$ cat src/rtl/inst_queue_pkg.sv
// Shared configuration defaults and inter-stage entry type for inst_queue.
// Optional same-cycle bypass is enabled with macro INST_QUEUE_BYPASS_EN.
package configure;
    localparam int WIDTH_DEF = 2;
    localparam int DEPTH_DEF = 8;
endpackage

package wires;
    typedef struct packed {
        logic [31:0] pc;
        logic [31:0] instr;
    } inst_queue_entry_type;
endpackage

$ cat src/rtl/inst_queue_if.sv
// Push/pop handshake bundle of inst_queue.
// master drives offers and consumes; slave is the queue itself.
interface inst_queue_if
    import configure::*, wires::*;
#(
    parameter int WIDTH   = WIDTH_DEF,
    parameter int DEPTH   = DEPTH_DEF,
    parameter int ENTRY_W = $bits(inst_queue_entry_type)
);
    logic                       flush;
    logic [WIDTH-1:0]           push_valid;
    logic [WIDTH*ENTRY_W-1:0]   push_data;
    logic                       push_ready;
    logic [WIDTH-1:0]           pop_valid;
    logic [WIDTH*ENTRY_W-1:0]   pop_data;
    logic [WIDTH-1:0]           pop_ready;
    logic [$clog2(DEPTH+1)-1:0] count;

    modport master (
        output flush, push_valid, push_data, pop_ready,
        input  push_ready, pop_valid, pop_data, count
    );

    modport slave (
        input  flush, push_valid, push_data, pop_ready,
        output push_ready, pop_valid, pop_data, count
    );
endinterface

$ cat src/rtl/inst_queue_lead_ones.sv
// Counts contiguous ones of a mask starting at bit 0.
// Shared by the push and pop sides of inst_queue.
module lead_ones #(
    parameter int W = 2
) (
    input  logic [W-1:0]           mask,
    output logic [$clog2(W+1)-1:0] n
);
    logic run;

    always_comb begin
        n   = '0;
        run = 1'b1;
        for (int i = 0; i < W; i++) begin
            run = run & mask[i];
            if (run) n = n + 1'b1;
        end
    end
endmodule

$ cat src/rtl/inst_queue.sv
// Multi-lane circular instruction queue with thermometer push/pop lanes.
// Define INST_QUEUE_BYPASS_EN for same-cycle empty-queue bypass.
module inst_queue
    import configure::*, wires::*;
#(
    parameter int WIDTH   = WIDTH_DEF,
    parameter int DEPTH   = DEPTH_DEF,
    parameter int ENTRY_W = $bits(inst_queue_entry_type)
) (
    input  logic        clock,
    input  logic        reset,
    inst_queue_if.slave q
);
    localparam int PW = $clog2(DEPTH);
    localparam int CW = $clog2(DEPTH + 1);
    localparam int NW = $clog2(WIDTH + 1);

    typedef logic [PW-1:0] ptr_t;
    typedef logic [CW-1:0] cnt_t;
    typedef logic [NW-1:0] num_t;

    logic [ENTRY_W-1:0] mem [DEPTH];

    ptr_t head;
    ptr_t tail;
    cnt_t count_q;

    num_t push_lead;
    num_t pop_lead;
    num_t npush;
    num_t npop;
    num_t nvalid;
    num_t nbyp;
    logic push_ok;

    logic [WIDTH-1:0]         valid_c;
    logic [WIDTH*ENTRY_W-1:0] data_c;
    ptr_t                     wa  [WIDTH];
    logic                     wen [WIDTH];

    lead_ones #(.W(WIDTH)) u_push_lead (
        .mask (q.push_valid),
        .n    (push_lead)
    );

    lead_ones #(.W(WIDTH)) u_pop_lead (
        .mask (q.pop_ready),
        .n    (pop_lead)
    );

    // Depends on stored occupancy only, so no pop_ready -> push_ready path.
    assign push_ok = (DEPTH - int'(count_q)) >= WIDTH;
    assign npush   = push_ok ? push_lead : '0;

`ifdef INST_QUEUE_BYPASS_EN
    logic byp;
    assign byp = (count_q == '0) && !q.flush;
`endif

    always_comb begin
        nvalid = (int'(count_q) >= WIDTH) ? NW'(WIDTH) : NW'(count_q);
        nbyp   = '0;
`ifdef INST_QUEUE_BYPASS_EN
        if (byp) nvalid = npush;
`endif
        npop = (pop_lead < nvalid) ? pop_lead : nvalid;
`ifdef INST_QUEUE_BYPASS_EN
        if (byp) nbyp = npop;
`endif
    end

    always_comb begin
        valid_c = '0;
        data_c  = '0;
        for (int i = 0; i < WIDTH; i++) begin
            valid_c[i] = int'(nvalid) > i;
            if (valid_c[i]) begin
`ifdef INST_QUEUE_BYPASS_EN
                if (byp)
                    data_c[i*ENTRY_W +: ENTRY_W] =
                        q.push_data[i*ENTRY_W +: ENTRY_W];
                else
`endif
                    data_c[i*ENTRY_W +: ENTRY_W] =
                        mem[head + ptr_t'(i)];
            end
        end
    end

    // Lanes already consumed through the bypass never reach storage.
    always_comb begin
        for (int i = 0; i < WIDTH; i++) begin
            wa[i]  = tail + ptr_t'(i) - ptr_t'(nbyp);
            wen[i] = !q.flush && (i < int'(npush))
                     && (i >= int'(nbyp));
        end
    end

    always_ff @(posedge clock) begin
        for (int i = 0; i < WIDTH; i++) begin
            if (wen[i]) mem[wa[i]] <= q.push_data[i*ENTRY_W +: ENTRY_W];
        end
    end

    always_ff @(posedge clock or negedge reset) begin
        if (!reset) begin
            head    <= '0;
            tail    <= '0;
            count_q <= '0;
        end else if (q.flush) begin
            head    <= '0;
            tail    <= '0;
            count_q <= '0;
        end else begin
            head    <= head + ptr_t'(npop - nbyp);
            tail    <= tail + ptr_t'(npush - nbyp);
            count_q <= count_q + cnt_t'(npush) - cnt_t'(npop);
        end
    end

    assign q.push_ready = push_ok;
    assign q.pop_valid  = valid_c;
    assign q.pop_data   = data_c;
    assign q.count      = count_q;
endmodule

$ cat src/flat_wrapper.sv
// flat-port wrapper written by rule: the top's interface ports become plain ports
module inst_queue_flat import configure::*, wires::*;
#(
    parameter int WIDTH   = WIDTH_DEF,
    parameter int DEPTH   = DEPTH_DEF,
    parameter int ENTRY_W = $bits(inst_queue_entry_type)
)
  (clock, reset, q_flush, q_push_valid, q_push_data, q_pop_ready, q_push_ready, q_pop_valid, q_pop_data, q_count);
  inst_queue_if #(.WIDTH(WIDTH), .DEPTH(DEPTH), .ENTRY_W(ENTRY_W)) q_i ();
  input  logic clock;
  input  logic reset;
  input wire logic [$bits(q_i.flush)-1:0] q_flush;
  input wire logic [$bits(q_i.push_valid)-1:0] q_push_valid;
  input wire logic [$bits(q_i.push_data)-1:0] q_push_data;
  input wire logic [$bits(q_i.pop_ready)-1:0] q_pop_ready;
  output wire logic [$bits(q_i.push_ready)-1:0] q_push_ready;
  output wire logic [$bits(q_i.pop_valid)-1:0] q_pop_valid;
  output wire logic [$bits(q_i.pop_data)-1:0] q_pop_data;
  output wire logic [$bits(q_i.count)-1:0] q_count;
  assign q_i.flush = q_flush;
  assign q_i.push_valid = q_push_valid;
  assign q_i.push_data = q_push_data;
  assign q_i.pop_ready = q_pop_ready;
  assign q_push_ready = q_i.push_ready;
  assign q_pop_valid = q_i.pop_valid;
  assign q_pop_data = q_i.pop_data;
  assign q_count = q_i.count;
  inst_queue #(.WIDTH(WIDTH), .DEPTH(DEPTH), .ENTRY_W(ENTRY_W)) u_core (.clock(clock), .reset(reset), .q(q_i));
endmodule
$ cat config.mk
export PLATFORM = sky130hd
export DESIGN_NAME = inst_queue_flat
export DESIGN_NICKNAME = d
export VERILOG_FILES = /design/src/rtl/inst_queue_pkg.sv /design/src/rtl/inst_queue_if.sv /design/src/rtl/inst_queue_lead_ones.sv /design/src/rtl/inst_queue.sv /design/src/flat_wrapper.sv
export SDC_FILE = /design/constraint.sdc
export NUM_CORES = 1
export LEC_CHECK = 0
export CAP_MARGIN = 20
export CORE_MARGIN = 5
export CORE_UTILIZATION = 59
export DETAILED_ROUTE_END_ITERATION = 8
export GPL_TIMING_DRIVEN = 0
export PLACE_DENSITY = 0.81
export SYNTH_ARGS = -nofsm -noshare
export SYNTH_HDL_FRONTEND = slang
export SYNTH_SLANG_ARGS = --single-unit
$ cat constraint.sdc
create_clock -name clock -period 9.19 [get_ports clock]
set_input_delay 0.919 -clock clock [delete_from_list [all_inputs] [get_ports clock]]
set_output_delay 0.919 -clock clock [all_outputs]
set_load 0.01 [all_outputs]
# Word level (Yosys, flattened, before mapping)
# Memories as Yosys holds them, arrays and structs flattened.
# Index checks and enable logic that the tools add are counted.
[totals] register_bits=10 latch_bits=0 ram_bits=512 mem_bits_ro=0 input_bits=135 mem_count=1
[op_classes] n_addsub=9 multipliers=0 div_mod_pow=0 n_lt_le_gt_ge=7 n_eq_ne=0 n_shift=0 mux=16 n_bitwise=2 n_reduce_logical=3
[memory_table] name="u_core.mem" words=8 word_bits=64 read_ports=2 rd_ports_with_merged_regs=0 write_ports=2 line_no="inst_queue.sv:22" text="logic [ENTRY_W-1:0] mem [DEPTH];"
[ops] op="$mux W64" n=2
[ops] op="$ge A32 B3 Y1 const B" n=1
[ops] op="$mux W2" n=5
[ops] op="$add A3 B1 Y3 const B" n=2
[ops] op="$add A3 B2 Y3" n=2
[ops] op="$mux W1" n=6
[ops] op="$mux W3" n=2
[ops] op="$sub A4 B4 Y5 const A" n=1
[ops] op="$add A2 B1 Y2 const B" n=2
[ops] op="$add A4 B2 Y4" n=1
[ops] op="$ge A4 B2 Y1 const B" n=1
[ops] op="$gt A2 B1 Y1 const B" n=2
[ops] op="$lt A1 B2 Y1 const A" n=2
[ops] op="$mux W4" n=1
[ops] op="$sub A4 B2 Y4" n=1
[ops] op="$and A1 B1 Y1" n=2
[ops] op="$logic_and A1 B1 Y1" n=2
[ops] op="$lt A2 B2 Y1" n=1
[ops] op="$logic_not A1 Y1" n=1

# Depth between registers and ports, before layout
[logic_depth] ltp_word=8 mapped_depth=17 depth_no_buf=16

# Cells and area by module
# Synthesis repeated with hierarchy kept, for this count alone.
[unflattened] hier_cells=1870 hier_area_um2=30630.6
[modules_own_cells] module="inst_queue" n_inst=1 cells_each=1866 area_per_inst_um2=30598.1 seq_area_each_um2=15625.0
[modules_own_cells] module="lead_ones" n_inst=2 cells_each=2 area_per_inst_um2=16.3 seq_area_each_um2=0.0

# Worst setup path before layout
# OpenSTA, ideal clock, no wires.
[synth_path] path_type="reg2reg" startpoint="register u_core.count_q[1], in the netlist u_core.q.count[1]" endpoint="memory u_core.mem[7][0] in the netlist's numbering, enable pin" setup_time_ps=581 t_arrival_ps=6120 required_ps=8609 slack_ps=2489 stages_incl_launch_ff=5 n_path_buf=0 synth_period_minus_slack_ps=6701 path_cell_list="dfrtp_1 > or4_4 > o2111a_1 > nand2b_1 > o31ai_1"
[synth_lines] item="from (decl)" line_no="inst_queue.sv:26" text="cnt_t count_q;"
[synth_lines] item="from (signal assigned)" line_no="inst_queue.sv:117" text="count_q <= count_q + cnt_t'(npush) - cnt_t'(npop);"
[synth_lines] item="to (decl)" line_no="inst_queue.sv:22"

# Final worst setup path
[layout_path] startpoint="register u_core.head[1]" endpoint="output port q_pop_data[81]"
[layout_between] elab_chain_cells=3
[layout_rtl] item="from (decl)" line_no="inst_queue.sv:24" text="ptr_t head;"
[layout_rtl] item="from (signal assigned)" line_no="inst_queue.sv:115" text="head <= head + ptr_t'(npop - nbyp);"
[layout_rtl] item="$add A3 B1 Y3" line_no="inst_queue.sv:85" text="mem[head + ptr_t'(i)];"
[layout_rtl] item="$mem_v2 Z8 W64"
[layout_rtl] item="$mux W64" line_no="inst_queue.sv:77" text="if (valid_c[i]) begin"
[layout_rtl] item="to (decl)" line_no="flat_wrapper.sv:18" text="output wire logic [$bits(q_i.pop_data)-1:0] q_pop_data;"
# No other way between the ends.

==> metrics.md <==
| Metric | Value |
|---|---|
| Synth unique cells | 41 |
| Total clock buffers created by CTS | 55 |
| Final estimated routing congestion in global placement | 0.802 |
| Setup repair after global routing missed its margin | false |
| Die X | 238 um |
| Number of instances in the synthesized netlist | 1867 |
| Class of the worst hold path | in -> async |
| # H-tree levels | 2 |
| Clock-pin slew of the registers on the worst-case setup and hold paths | 0.06 ns |
| Area fraction of the dominant cell type after synthesis | 50.3% |
| Top area cells in the synthesized netlist | edfxtp_1, mux4_2, mux2_2 |
| Post-CTS Hold Buffers | 0 |
| Total via count after detailed routing | 20490 |
| Std-Cell Rows | 83 |
| Result of the run | finished, final reports clean |
| Relative max-transition margin | 26.9% |
| Sw power | 0.00367 W |
| Startpoint class of the critical path | flip-flop |
| Synthesized net count | 2020 |
| Crit path setup slack, layout | 3.65 ns |
| Reg power frac | 29.2% |
| Post-synth design cell area | 30600 um^2 |
| Warning count from the yosys run | 0 |
| Arrival @ worst endpoint | 4.62 ns |
| Non-filler cells, final | 2953 |
| Switching Share | 36.3% |
| Routed length per instance | 31.8 um |
| Length of the first detailed-routing pass in iterations | 5 |
| TritonCTS clock tree | built |
| Clock tree root driver cell | clkbuf_16 |
| Total die area | 56500 um^2 |
| Filler cell count | 3283 |
| Initial antenna violation count | 14 |
| Height of the chip | 238 um |
| Number of nets with antenna violations after detailed routing | 0 |
| Slowest cell on the critical path | buf_1 |
| Via count of the first global-routing pass | 21392 |
| Core box area | 51300 um^2 |
| Top achievable clock speed | 0.180 GHz |
| Post-placement cell count | 2841 |
| Io pins | 270 |
| HPWL after DPL | 61200 um |
| Vias per std cell | 6.94 |
| Share of cells above drive strength 1 | 34.4% |
| Wire length of the first global-routing pass | 139000 um |
| Sequential share of the synthesized area | 51.1% |
| Startpoint of the worst-slack reg-to-reg timing path | u_core.q.count[0] |
| Worst-skew pair later-pin latency | 0.62 ns |
| Crit path required time | 8.27 ns |
| Kind of capture point of the worst setup path | output port |
| Internal Power | 0.00644 W |
| Pin count of the biggest net entering global routing | 43 |
| Net total in the final layout | 2374 |
| Overflow after GRT | 0 |
| Max rail drop VDD | 0.212 mV |
| Most used DFF post-synth | edfxtp_1 |
| DRC viols | 0 |
| Post_cts resized | 0 |
| Total Power | 0.0101 W |
| Number of enable flip-flop cells after synthesis | 512 |
| Overall routing resource usage | 32.8% |
| Cell accounting for the most synthesized area | edfxtp_1 |
| Proportion of power drawn by the clock network | 20.7% |
| Number of cells traversed by the worst register-to-register path | 16 |
| Tightest Pin Transition | 1.10 ns |
| Leakage power of the design | 11.9 nW |
| CP max FO | 10 |
| Finish-stage setup viols | 0 |
| CP Class | reg -> out |
| Total length of routed wires | 93800 um |
| Crit share post-route | 60.3% |
| Max-Cap Viols | 0 |
| Critical Path Source | u_core.head[1] |
| Setup Buffers After CTS | 0 |
| Post-layout min period | 5.54 ns |
| Share of async-settable or async-resettable flops after synthesis | 1.92% |
| Initial standard-cell utilization of the core | 59.6% |
| Port bufs | 269 |
| Average cell area after synthesis | 16.4 um^2 |
| Post-layout instance area | 36500 um^2 |
| Crit path cell chain | ha_1 -> buf_2 -> clkbuf_1 -> buf_1 -> mux4_2 -> nand2_1 -> a21oi_1 -> clkdlybuf4s50_1 |
| Dpl cell area | 34800 um^2 |
| Setup Skew | 0.0226 ns |
| Setup slack at placement | 4.32 ns |
| DRC marker count from the first detailed-route iteration | 2773 |
| Comb pwr share | 50.1% |
| Clock sink total | 522 |
| Area added between synthesis and finish | 19.3% |
| Fin. Hold Viols | 0 |
| Number of storage elements in the synthesis netlist | 522 |
| CP peak stage delay | 0.80 ns |
| Count of final max-slew check failures | 0 |
| Power density over the cells | 277 nW/um^2 |
| CTS max path bufs | 3 |
layout by cell type, fill, tap and decap left out, types with 8 or more instances in the layout:
master,n
clkdlybuf4s50_1,269
clkinv_2,12
dfrtp_1,10
buf_2,53
ha_1,14
nand2_1,136
buf_6,37
mux2i_1,64
diode_2,11
clkinv_1,11
mux2_2,316
clkbuf_1,58
inv_1,12
nor2b_1,8
edfxtp_1,512
clkbuf_16,57
nor2_1,76
buf_1,15
mux2_1,196
mux4_2,256
buf_16,14
a21oi_1,68
stage by stage:
step	utilization [%]	hold WS, ns	TNS (ns)
after global placement	66.5	0.672	-899.95
after global routing	71.1	0.667	0
after floorplan	-	0.612	0
after detailed placement	67.8	0.715	0
final	71.1	0.649	0
after CTS	70.9	0.636	0
logic make-up (layout without fill, tap and decap cells):
family | after synthesis | count (layout) | synth area share [%]
xor gates and xnor gates | 7 | 7 | 0.201
and+or+nand+nor | 236 | 236 | 3.14
muxes | 832 | 832 | 39.8
other | 0 | 11 | 0
AOI/OAI and AO/OA | 91 | 91 | 1.80
adders and majority gates | 18 | 18 | 0.835
DFF | 522 | 522 | 51.1
buffers and inverters | 161 | 556 | 3.10
synth_stat cells, types with 4 or more instances:
cell type / count
edfxtp_1: 512
mux2_2: 316
mux4_2: 256
mux2_1: 196
nand2_1: 136
nor2_1: 76
a21oi_1: 68
mux2i_1: 64
buf_2: 53
clkbuf_1: 42
buf_6: 35
buf_1: 15
ha_1: 14
inv_1: 12
dfrtp_1: 10
nor2b_1: 8
xnor2_1: 5
a311oi_2: 4
buf_4: 4
fa_1: 4
o21bai_1: 4
final timing paths:
kind,endpoint,slack (ns)
worst min register to register,u_core.head[0],0.74
max in group asynchronous,u_core.tail[1],8.18
worst min-delay path,u_core.q.count[1],0.65
worst max register to register,u_core.q.count[2],5.38
worst max-delay path,q_pop_data[81],3.65
min in group clock,u_core.head[0],0.74
power groups by stage:
stage | combinational [W] | sequential [W] | clock (W)
after global routing | 0.00534 | 0.00296 | 0.00220
after global placement | 0.00486 | 0.00302 | 0
after CTS | 0.00504 | 0.00295 | 0.00209
after detailed placement | 0.00501 | 0.00299 | 0
after floorplan | 0.00280 | 0.00298 | 0
final | 0.00507 | 0.00295 | 0.00210
layer usage:
metal | vias up | global-route usage [%] | share of wire [%]
met3 | 226 | 6.97 | 11
met1 | 10540 | 45.4 | 37
met2 | 1415 | 53.0 | 49
met4 | 6 | 10.4 | 3.2
li1 | 8303 | - | -
met5 | - | 0 | 0.035
cell type report:
class                           instances  area (um^2)  share of cell area, %
Tap cell                              680          851                   2.33
Inverter                               12         45.0                  0.124
Timing Repair Buffer                  297         3290                   9.03
Clock inverter                         24          131                  0.360
Antenna cell                           11         27.5                 0.0755
Clock buffer                           74         1500                   4.11
Multi-Input combinational cell       1184        14100                   38.6
Sequential cell                       522        15600                   42.8
Buffer                                149          903                   2.48
critical path: cells and delay by family (launching register included):
kind,cells,cell delay [ns]
buf+inv,4,2.55
mux,1,0.37
flops,1,0.43
simple gates,1,0.06
fa+ha+maj,1,0.32
compound gates,1,0.27
sequential cells by signal (all words and copies together) (netlist names):
name / cells
u_core.head: 3
u_core.mem: 512
u_core.q.count: 4
u_core.tail: 3
No activity file was read; power rests on OpenSTA's default activity.
